### src/rtl/blankport_sweep.sv
// Exhaustive operand sweep around a WIDTH-bit bitwise-AND block.
// Drives a/b from the vector index and checks o against a & b after SETTLE cycles.
module blankport_sweep #(
  parameter int WIDTH  = 2,
  parameter int SETTLE = 1
) (
  input  logic                 clk,
  input  logic                 rst_n,
  input  logic                 start,
  output logic [WIDTH-1:0]     a,
  output logic [WIDTH-1:0]     b,
  input  logic [WIDTH-1:0]     o,
  output logic                 busy,
  output logic                 done,
  output logic                 pass,
  output logic [2*WIDTH:0]     err_count,
  output logic                 fail_seen,
  output logic [WIDTH-1:0]     first_fail_a,
  output logic [WIDTH-1:0]     first_fail_b
);

  localparam int IW = 2 * WIDTH;
  localparam int EW = IW + 1;
  localparam int CW = 4;

  localparam logic [CW-1:0] SETTLE_C = CW'(SETTLE);
  localparam logic [CW-1:0] CNT_ONE  = CW'(1);
  localparam logic [EW-1:0] ERR_ONE  = EW'(1);
  localparam logic [IW-1:0] IDX_ONE  = IW'(1);

  typedef enum logic [1:0] {
    IDLE,
    HOLD,
    SAMPLE,
    DONE
  } state_t;

  state_t         state;
  logic [IW-1:0]  idx;
  logic [CW-1:0]  cnt;

  logic           mism;
  logic [EW-1:0]  err_next;
  logic [IW-1:0]  idx_next;

  // Case inequality so an unknown result from the block counts as a failure.
  always_comb begin
    mism     = (o !== (a & b));
    err_next = err_count + (mism ? ERR_ONE : '0);
    idx_next = idx + IDX_ONE;
  end

  always_ff @(posedge clk) begin
    if (!rst_n) begin
      state        <= IDLE;
      idx          <= '0;
      cnt          <= '0;
      a            <= '0;
      b            <= '0;
      busy         <= 1'b0;
      done         <= 1'b0;
      pass         <= 1'b0;
      err_count    <= '0;
      fail_seen    <= 1'b0;
      first_fail_a <= '0;
      first_fail_b <= '0;
    end else begin
      case (state)
        IDLE, DONE: begin
          if (start) begin
            idx          <= '0;
            a            <= '0;
            b            <= '0;
            err_count    <= '0;
            fail_seen    <= 1'b0;
            first_fail_a <= '0;
            first_fail_b <= '0;
            cnt          <= SETTLE_C;
            busy         <= 1'b1;
            done         <= 1'b0;
            pass         <= 1'b0;
            state        <= (SETTLE == 0) ? SAMPLE : HOLD;
          end
        end

        HOLD: begin
          cnt <= cnt - CNT_ONE;
          if (cnt <= CNT_ONE) begin
            state <= SAMPLE;
          end
        end

        SAMPLE: begin
          err_count <= err_next;
          if (mism) begin
            fail_seen <= 1'b1;
            if (!fail_seen) begin
              first_fail_a <= a;
              first_fail_b <= b;
            end
          end
          if (idx == '1) begin
            state <= DONE;
            busy  <= 1'b0;
            done  <= 1'b1;
            pass  <= (err_next == '0);
          end else begin
            idx   <= idx_next;
            a     <= idx_next[IW-1:WIDTH];
            b     <= idx_next[WIDTH-1:0];
            cnt   <= SETTLE_C;
            state <= (SETTLE == 0) ? SAMPLE : HOLD;
          end
        end

        default: state <= IDLE;
      endcase
    end
  end

endmodule

### config.mk
export PLATFORM = sky130hd
export DESIGN_NAME = blankport_sweep
export DESIGN_NICKNAME = d
export VERILOG_FILES = /design/src/rtl/blankport_sweep.sv
export SDC_FILE = /design/constraint.sdc
export NUM_CORES = 1
export LEC_CHECK = 0
export CORE_ASPECT_RATIO = 1.2
export CORE_MARGIN = 2
export CORE_UTILIZATION = 37
export CTS_CLUSTER_DIAMETER = 200
export DETAILED_ROUTE_END_ITERATION = 12
export PLACE_DENSITY_LB_ADDON = 0.2
export SLEW_MARGIN = 5
export SYNTH_ARGS = -nofsm -noshare
export SYNTH_HDL_FRONTEND = slang
export SYNTH_SLANG_ARGS = --single-unit
### constraint.sdc
create_clock -name clk -period 4.2 [get_ports clk]
set_input_delay 0.63 -clock clk [delete_from_list [all_inputs] [get_ports clk]]
set_output_delay 0.63 -clock clk [all_outputs]
set_load 0.02 [all_outputs]
Yosys cells after proc, flatten, opt, wreduce, memory -nomap -nowiden --
Cells that the tools add are included. W data, S select, Z words.
Operators by class: reduce and logical (&&, ||, !) cells 11, add/subtract/negate cells 3, order comparisons 1, equal/unequal tests 11, bitwise gates (word level) 1, muxes and demuxes 34
Operators by type and width (count):
- $mux W2 | 10
- $mux W4 | 4
- $pmux W2 S2 | 4
- $ne A2 B2 Y1 const B | 6
- $pmux W4 S3 | 1
- $pmux W5 S2 | 1
- $reduce_and A3 Y1 | 3
- $pmux W1 S2 | 4
- $pmux W4 S2 | 1
- $mux W1 | 7
- $pmux W2 S3 | 1
- $reduce_and A2 Y1 | 3
- $add A5 B1 Y5 | 1
- $logic_not A5 Y1 | 1
- $mux W5 | 1
- $add A4 B1 Y4 const B | 1
- $eq A2 B2 Y1 const B | 2
- $eq A4 B4 Y1 const B | 1
- $le A4 B1 Y1 const B | 1
- $reduce_and A4 Y1 | 1
- $sub A4 B1 Y4 const B | 1
- $and A2 B2 Y2 | 1
- $eq A2 B1 Y1 const B | 1
- $logic_not A2 Y1 | 1
- 3 further kinds | 3
Storage, ports and cells: bits of input ports 5, logic and storage cells 73, register bits after elaboration 27, output and inout port bits 17

Longest topological paths before layout --
Gate-level depths: netlist of the first run.
word-level depth 7, mapped depth 8, gate-level depth less buffers 8

Least setup slack after synthesis of the first run --
OpenSTA, ideal clock, no wires.
kind in2reg, start point input port o[0], end point register err_count[4], cell stages on the path 8, setup slack 2.225 ns, data arrival time 1.860 ns, path buffers 0, library setup time 0.115 ns, cells stage by stage and3_1 > o22ai_2 > ha_1 > ha_1 > nand3_1 > xor2_1 > o21ai_0 > and2_1
On the way: cells in the longest elaborated chain, start to end 4
Ends and longest elaborated chain:
- from (decl) | line 12 | input logic [WIDTH-1:0] o,
- $nex A2 B2 Y1 | line 48 | mism = (o !== (a & b));
- $mux W1 | line 49 | err_next = err_count + (mism ? ERR_ONE : '0);
- $add A5 B1 Y5 | line 49
- $pmux W5 S2 | line 68 | case (state)
- to (signal assigned) | line 94 | err_count <= err_next;
- to (decl) | line 16 | output logic [2*WIDTH:0] err_count,
No other way between the ends. A chain may end at the register's enable or synchronous reset.

Worst setup path in the final report of the first run --
start point register state[0], end point register first_fail_a[0]
On the way: cells in the longest elaborated chain, start to end 4, elaborated cells between the ends (all ways) 10, those cells by class eq/ne: 5; mux: 1; reduce/logical: 4
Ends and longest elaborated chain:
- from (decl) | line 38 | state_t state;
- from (signal assigned) | line 82 | state <= (SETTLE == 0) ? SAMPLE : HOLD;
- from (signal assigned) | line 112 | state <= (SETTLE == 0) ? SAMPLE : HOLD;
- $eq A2 B2 Y1 or $logic_not A2 Y1 (tied branches) | line 68
- $reduce_or A2 Y1 | line 68
- $ne A2 B2 Y1 (no source line) or $reduce_bool A2 Y1 (tied branches)
- $reduce_and A4 Y1 (no source line)
- to (signal assigned) | line 65 | first_fail_a <= '0;
- to (signal assigned) | line 76 | first_fail_a <= '0;
- to (signal assigned) | line 98 | first_fail_a <= a;
- to (decl) | line 18 | output logic [WIDTH-1:0] first_fail_a,
Several ways; a longest one is shown, not always the timed one.

==> results.md, run 1 <==
* Fin crit share at 52.9%
* Via count at 1086
* DR WL/cell at 12.7 microns
* CP Capture Type: register
* R2R depth at 6
* Min-Delay Path Class: register to register
* Worst-case clock buffer depth at 2
* Gr ovfl total at 0
* Cell taking the most area after synthesis: dfxtp_1
* Hold Buf Count CTS at 0
* Area grow syn2layout at 21.5%
* RD Place Congestion at 0.748
* Vias in the first global route at 1038
* TNS Setup at 0 ps
* Drt via density at 5.32
* Routed Antenna Nets at 0
* Number of fill cells in the layout at 321
* Finished Layout Cells at 204
* Largest cells by area after synthesis: dfxtp_1 (37%), ha_1 (8.1%), nand2_1 (6.4%)
* CTS Buf Count at 3
* Initial Utilization at 39.5%
* Clk_lat worst skew at 300 ps
* Reg clk slew, reported paths at 120 ps
* Synth Instances at 148
* Max Fanout on Critical Path at 17
* Yosys cell types at 36
* Startpoint types: register
* EDFF count, synth at 0
* WS Path Type: register to register
* Crit path time final at 2220 ps
* Post-cts sizing count at 0
* Maximum vdd drop at 0.000187 V
* Hpwl dp at 1910 microns
* Pleak at 0.583 nW
* Avg Cell Area, Syn at 8.30 sq um
* CTS tree: done
* DRC violations left at 0
* Most common cell in the netlist: dfxtp_1
* I/O pin total at 22
* Clk_skew at 2.52 ps
* Antenna violations before repair at 0
* Drt first pass iters at 4
* Post-CTS Setup Inserts at 0
* Slew headroom at 36.0%
* Die width at 56.6 microns
* Syn. warnings at 0
* Worst slew pin tran at 934 ps
* Mapped cell area at 0.00123 sq mm
* Core box area at 0.00311 sq mm
* Root Buffer Master: clkbuf_4
* Final Max Tran Viols at 0
* Asr flop ratio synth at 0%
* RSZ-0062 raised after global routing: false
* ANT cells at 0
* Worst EP required at 4440 ps
* Layout cells sized above 1 at 5.36%
* Most instantiated cells after synthesis: dfxtp_1 (23), nand2_1 (21), o21ai_0 (10), a21oi_1 (9)
* Sequential area share after synthesis at 37.5%
* Hold depth at 2
* PwrDens at 361 mW/mm^2
* # Max-Cap Violations at 0
* Fin. Hold Viols at 0
* Die height at 67.1 microns
* Total Die Area at 0.00380 sq mm
* Synth top area share at 37.5%
* IO Port Bufs at 21
* First-pass GRT wire length at 4450 microns
* All-layer global routing usage at 14.6%
* Inst Count DP at 200
* Pin count of the biggest net entering global routing at 19
* Layout Nets at 182
* Syn_nets at 161
* Crit path arrival time at 2460 ps
* Status: complete, no violations
* H-tree levels at 1
* Fmax at 0.451 GHz
* Cell Rows at 22
* Final wirelength at 2580 microns
* CTS Sinks at 23
* # setup viols final at 0
* 1st-iter DRT viols at 29
* Seq cells post-synth at 23
* Top_reg_cell synth: dfxtp_1
==> cell type report <==
cell class / count / area (sq um) / area share [%]
well taps: 36 / 45.0 / 3.02
flip-flops and latches: 23 / 460 / 30.8
repair buffers: 22 / 218 / 14.6
inverters: 7 / 26.3 / 1.76
multi-input cells: 112 / 717 / 48.0
clock buffers: 4 / 26.3 / 1.76
==> report_power, final <==
group / internal [mW] / switching (mW) / total, mW
combinational: 0.0764 / 0.111 / 0.187
clock: 0.0370 / 0.0643 / 0.101
sequential: 0.235 / 0.0145 / 0.250
total: 0.349 / 0.189 / 0.538
==> layout by cell type (no fill, tap or decap), types with 2 or more instances in the layout <==
| master | n |
|---|---|
| dfxtp_1 | 23 |
| nand2_1 | 21 |
| clkdlybuf4s50_1 | 21 |
| o21ai_0 | 10 |
| a21oi_1 | 9 |
| nand3_1 | 8 |
| ha_1 | 8 |
| inv_1 | 7 |
| nor2_1 | 6 |
| mux2i_1 | 5 |
| xor2_1 | 4 |
| and2_1 | 4 |
| nor2b_1 | 3 |
| o22ai_1 | 3 |
| o21a_1 | 3 |
| nand2b_1 | 3 |
| clkbuf_4 | 3 |
| and3_1 | 2 |
| nor3b_1 | 2 |
| a21boi_0 | 2 |
| or3_1 | 2 |
| a32oi_1 | 2 |
| nand3b_1 | 2 |
==> final timing paths <==
| kind | start | endpoint | slack (ps) |
|---|---|---|---|
| worst max-delay path | state[0] | first_fail_a[0] | 1980 |
| worst min-delay path | pass | pass | 470 |
| worst max register to register | state[0] | first_fail_a[0] | 1980 |
| worst min register to register | pass | pass | 470 |
==> metal layers <==
metal	part of all wire [%]	wire [microns]	global-route usage [%]	vias up
met5	0	0	0	-
met4	1.1	28	5.36	0
met3	3.1	80	2.52	4
met2	48	1230	24.7	18
met1	48	1240	18.7	508
li1	-	-	-	556
==> logic make-up (layout without fill, tap and decap cells) <==
family | count (synthesis) | after routing | synth area share (%)
and+or+nand+nor | 60 | 60 | 25.2
buffers and inverters | 13 | 33 | 4.18
adders and majority gates | 8 | 8 | 8.15
DFF | 23 | 23 | 37.5
AOI/OAI and AO/OA | 35 | 35 | 18.1
xor gates and xnor gates | 4 | 4 | 2.85
muxes | 5 | 5 | 4.07
==> flip-flops by register name, indices dropped and copies added, names as in the netlist <==
register,count
pass,1
err_count,5
state,2
first_fail_a,2
cnt,4
b,1
fail_seen,1
busy,1
done,1
first_fail_b,2
idx,1
a,2
==> per-stage QoR <==
stage	hold slack, ps	setup slack (ps)	util [%]	power, mW	instance area, sq um
CTS	474	1970	48.0	0.544	1490
finish	467	1980	48.0	0.538	1490
floorplan	450	2220	-	0.397	1230
detailed placement	456	1670	47.1	0.442	1470
global route	501	1690	48.0	0.582	1490
global placement	451	1720	47.1	0.436	1470
==> critical path, stage by stage, from the launching register on <==
cell and delay, ps:
dfxtp_1 370, inv_1 60, ha_1 400, mux2i_1 790
nor2_1 80, nand2_1 230, mux2i_1 210
No activity file was read; power rests on OpenSTA's default activity.
==> run 2, diff against run 1 <==
==> constraint.sdc (replaced) <==
create_clock -name clk -period 2.3 [get_ports clk]
set_input_delay 0.345 -clock clk [delete_from_list [all_inputs] [get_ports clk]]
set_output_delay 0.345 -clock clk [all_outputs]
set_load 0.02 [all_outputs]
==> run 2 against run 1 <==
  * Utilization increased by 0.76 points
  * Critical path depth up 3
  * Sequential share of layout area fell by 0.48 points
  * Clock power grew 87%
  * Cell area increased by 1.6%
  * Critical endpoint is now err_count[4]
  * Largest cell class unchanged
==> results.md, run 2 (synthesis results as in run 1) <==
* Hpwl dp at 1940 microns
* Startpoint types: input port
* Largest regs: err_count (5), cnt (4)
* Core box area at 0.00311 sq mm
* 1st-iter DRT viols at 16
* IO Port Bufs at 21
* DR WL/cell at 12.3 microns
* TNS Setup at 0 ps
* ANT cells at 0
* Vias in the first global route at 1021
* Maximum vdd drop at 0.000302 V
* Layout cells sized above 1 at 7.60%
* Gr ovfl total at 0
* Total Die Area at 0.00380 sq mm
* CTS tree: done
* Drt via density at 5.35
* Layout Nets at 185
* Layout Utilization at 48.8%
* All-layer global routing usage at 14.4%
* CTS Sinks at 23
* # Max-Cap Violations at 0
* Pleak at 0.601 nW
* CTS Buf Count at 3
* Worst path most repeated cell: ha_1
* Max FFs per register at 5
* Post-CTS Setup Inserts at 0
* Commonest non-fill, non-tap cell in the layout: dfxtp_1
* # setup viols final at 0
* Drt first pass iters at 4
* Fmax at 0.532 GHz
* Worst-case clock buffer depth at 2
* Via count at 1107
* Slowest CP cell: clkdlybuf4s50_1
* Clk_skew at 7.92 ps
* RD Place Congestion at 0.746
* Post-cts sizing count at 0
* Min-Delay Path Class: register to register
* Max Fanout on Critical Path at 4
* Fin. Hold Viols at 0
* DRC violations left at 0
* Total power at 1.00 mW
* Routed Antenna Nets at 0
* Final Max Tran Viols at 0
* PwrDens at 659 mW/mm^2
* Die height at 67.1 microns
* CP peak stage delay at 410 ps
* I/O pin total at 22
* Hold Buf Count CTS at 0
* WS Path Type: input port to register
* Largest Register: err_count
* H-tree levels at 1
* Worst EP required at 2530 ps
* Worst hold slack at 470 ps
* Status: complete, no violations
* Most frequent cells in the layout: dfxtp_1 (23), nand2_1 (21), clkdlybuf4s50_1 (21)
* Cell Rows at 22
* Worst slew pin tran at 429 ps
* CP Buf/Inv Count at 1
* Root Buffer Master: clkbuf_4
* Initial Utilization at 39.5%
* CP Capture Type: register
* Clk_lat worst skew at 310 ps
* Antenna violations before repair at 0
* RSZ-0062 raised after global routing: false
* Die width at 56.6 microns
* Final wirelength at 2550 microns
* Reg clk slew, reported paths at 130 ps
* Crit path time final at 1880 ps
* Slew headroom at 71.3%
* Crit path arrival time at 2110 ps
* Delay-heaviest family, CP: simple AND/OR/NAND/NOR gates
* Crit-path cells: clkdlybuf4s50_1, and3_1, o22ai_2, ha_1, ha_1, nand3_1, xor2_1, o21ai_0, and2_1
* Area grow syn2layout at 23.4%
* Fin crit share at 81.7%
* Pin count of the biggest net entering global routing at 14
* First-pass GRT wire length at 4430 microns
## run 2: cell count changes in the layout (fill, tap and decap cells not counted), sizes merged
cell | before | now
clkinv | 0 | 1
clkbuf | 4 | 3
buf | 1 | 4
## run 2: routing by layer
| layer | track usage, % | vias up | share of wire (%) |
|---|---|---|---|
| met3 | 2.14 | 2 | 3.6 |
| li1 | - | 562 | - |
| met5 | 0 | - | 0 |
| met4 | 5.06 | 0 | 0.70 |
| met2 | 25.0 | 20 | 49 |
| met1 | 18.3 | 523 | 47 |
## run 2: where the power goes
part	switching (mW)	total, mW	internal (mW)
clock network	0.124	0.189	0.0649
logic	0.204	0.354	0.151
registers	0.0262	0.456	0.430
## run 2: worst paths after layout
| check | startpoint | end | slack, ps | cells after the start |
|---|---|---|---|---|
| worst max-delay path | o[0] | err_count[4] | 420 | 9 |
| worst min-delay path | first_fail_a[0] | first_fail_a[0] | 470 | 2 |
| worst max register to register | a[0] | err_count[4] | 430 | 8 |
| worst min register to register | first_fail_a[0] | first_fail_a[0] | 470 | 2 |
## run 2: metrics by stage
stage | worst slack (ps) | std cells | cell area (sq um)
final | 420 | 207 | 1520
after global routing | 215 | 207 | 1520
after CTS | 417 | 207 | 1520
after detailed placement | 65.4 | 203 | 1490
after global placement | 109 | 203 | 1490
after floorplan | 435 | 148 | 1230
## run 2: layout make-up
cell class	count	area (sq um)
fill	321	1590
timing repair buffer	25	240
tap	36	45.0
sequential	23	460
clock inverter	1	5.00
multi-input combinational	112	717
inverter	7	26.3
clock buffer	3	22.5
## run 2: worst min-delay path, stage by stage (launching register included)
cell	delay, ps
dfxtp_1	330
nand2_1	50
mux2i_1	60
==> run 3, diff against run 2 <==
==> constraint.sdc (replaced) <==
create_clock -name clk -period 1.7 [get_ports clk]
set_input_delay 0.255 -clock clk [delete_from_list [all_inputs] [get_ports clk]]
set_output_delay 0.255 -clock clk [all_outputs]
set_load 0.02 [all_outputs]
==> run 3 against run 2 <==
  * Clock power grew 41%
  * Non-clock buffer count grew 14
  * Critical path depth is the same
  * Clock-buffer cell count is the same
  * Utilization grew 7.2 points
  * Via count grew 4.5%
  * Setup slack lost 370 ps
  * Sequential power grew 35%
  * Cell area grew 15%
  * Routed wire length grew 17%
  * Critical endpoint is now pass
  * Largest cell class unchanged
==> results.md, run 3 (synthesis results as in run 1) <==
* Reg power frac at 41.7%
* Reg clk slew, reported paths at 140 ps
* Worst slew pin tran at 333 ps
* Die height at 67.1 microns
* CTS Sinks at 23
* Antenna violations before repair at 0
* Commonest non-fill, non-tap cell in the layout: nand2_1
* Final wirelength at 2990 microns
* Hpwl dp at 2170 microns
* Combinational share of power at 40.3%
* Final setup margin at 46.5 ps
* All-layer global routing usage at 16.2%
* Clk_lat worst skew at 310 ps
* NetSw at 0.524 mW
* WS Path Type: register to register
* Worst hold slack at 471 ps
* Worst setup path end: pass
* DR WL/cell at 13.5 microns
* RSZ-0062 raised after global routing: true
* CP peak stage delay at 380 ps
* Slowest CP cell: dfxtp_4
* Slew headroom at 77.8%
* Area grow syn2layout at 41.6%
* Crit path time final at 1650 ps
* Reg-to-reg critical path endpoint: pass
* Fin crit share at 97.3%
* Crit path from: a[0]
* R2R depth at 9
* RR Startpoint: a[0]
* Worst Hold Launch: first_fail_a[1]
* Worst EP required at 1920 ps
* Largest regs: err_count (5), cnt (4)
* Min-Delay Path Class: register to register
* Total Die Area at 0.00380 sq mm
* CTS tree: done
* Drt via density at 5.24
* First-pass GRT wire length at 4860 microns
* Largest Register: err_count
* Layout Nets at 199
* CTS Buf Count at 3
* Hold Buf Count CTS at 0
* Vias in the first global route at 1078
* IO Port Bufs at 21
* Routed Antenna Nets at 0
* Crit path arrival time at 1880 ps
* Pin count of the biggest net entering global routing at 17
* Maximum vdd drop at 0.000498 V
* Final Max Tran Viols at 0
* Root Buffer Master: clkbuf_4
* Core box area at 0.00311 sq mm
* Fin. Hold Viols at 0
* Startpoint types: register
* P_int at 0.953 mW
* CP Capture Type: register
* Status: complete, no violations
* Number of fill cells in the layout at 300
* H-tree levels at 1
* I/O pin total at 22
* RD Place Congestion at 0.756
* Max FFs per register at 5
* Layout cells sized above 1 at 22.7%
* # Max-Cap Violations at 0
* Worst path most repeated cell: ha_4
* Worst-case clock buffer depth at 2
* Clk_skew at 5.09 ps
* Crit-path cells: and3_4, o22ai_4, ha_4, ha_4, nand3_4, xor2_2, buf_4, nand4_1, o21ai_1
* Drt first pass iters at 4
* Dpl ws at -402 ps
* Pleak at 0.767 nW
* Sw frac at 35.5%
* DRC violations left at 0
* Clk pwr share at 18.1%
* PwrDens at 848 mW/mm^2
* # setup viols final at 0
* Gr ovfl total at 0
* Initial Utilization at 39.5%
* Die width at 56.6 microns
* Most frequent cells in the layout: nand2_1 (20), dfxtp_1 (19), buf_4 (18)
* ANT cells at 0
* R2R Setup Slk at 50 ps
* Max Fanout on Critical Path at 4
* Fmax at 0.605 GHz
* 1st-iter DRT viols at 19
* Cell Rows at 22
* Via count at 1157
run 3: cell type report:
cell class	instances	area (sq um)	area share, %
clock buffers	3	22.5	1.29
repair buffers	39	359	20.6
well taps	36	45.0	2.59
clock inverters	1	5.00	0.288
multi-input cells	112	812	46.7
inverters	7	26.3	1.51
flip-flops and latches	23	470	27.0
run 3: worst min-delay path by stage:
stage	end	slack, ps	cells after the start
floorplan	cnt[1]	450	2
global placement	first_fail_a[1]	450	2
detailed placement	first_fail_a[1]	460	2
CTS	first_fail_a[1]	480	2
global route	first_fail_a[1]	500	2
finish	first_fail_a[1]	470	2
run 3: per-stage QoR:
step                      power, mW  area [sq um]  std cells  utilization (%)  TNS [ps]
after CTS                      1.45          1650        220             53.0     -35.7
after global placement         1.16          1600        215             51.6     -1360
after detailed placement       1.18          1600        215             51.6     -1550
after global routing           1.58          1740        221             56.0     -12.2
final                          1.48          1740        221             56.0         0
after floorplan               0.980          1250        148                -         0
run 3: worst max-delay path, delay by kind of cell, from the launching register on:
family                     cells  cell delay, ps
DFF                            1             380
and+or+nand+nor                3             300
AOI/OAI and AO/OA              2             250
adders and majority gates      2             320
buffers and inverters          1             140
xor gates and xnor gates       1             160
run 3: timing repair:
item | in CTS | in global routing
buffers inserted | 1 | 1
setup endpoints to repair | 3 | 12
gates resized for setup | 4 | 19
pin swaps | 1 | 2
run 3: power groups by stage:
| stage | Combinational (mW) | Sequential [mW] | Clock, mW |
|---|---|---|---|
| floorplan | 0.347 | 0.633 | 0 |
| global placement | 0.540 | 0.622 | 0 |
| detailed placement | 0.551 | 0.625 | 0 |
| CTS | 0.555 | 0.613 | 0.279 |
| global route | 0.659 | 0.622 | 0.303 |
| finish | 0.595 | 0.615 | 0.267 |
run 3: metal layers:
metal  vias to the layer above  GRT usage, %  share of wire [%]
met5                         -             0                  0
met4                         0          6.25                1.1
met3                         4          2.14                3.1
met2                        19          27.6                 48
met1                       540          20.7                 48
li1                        594             -                  -
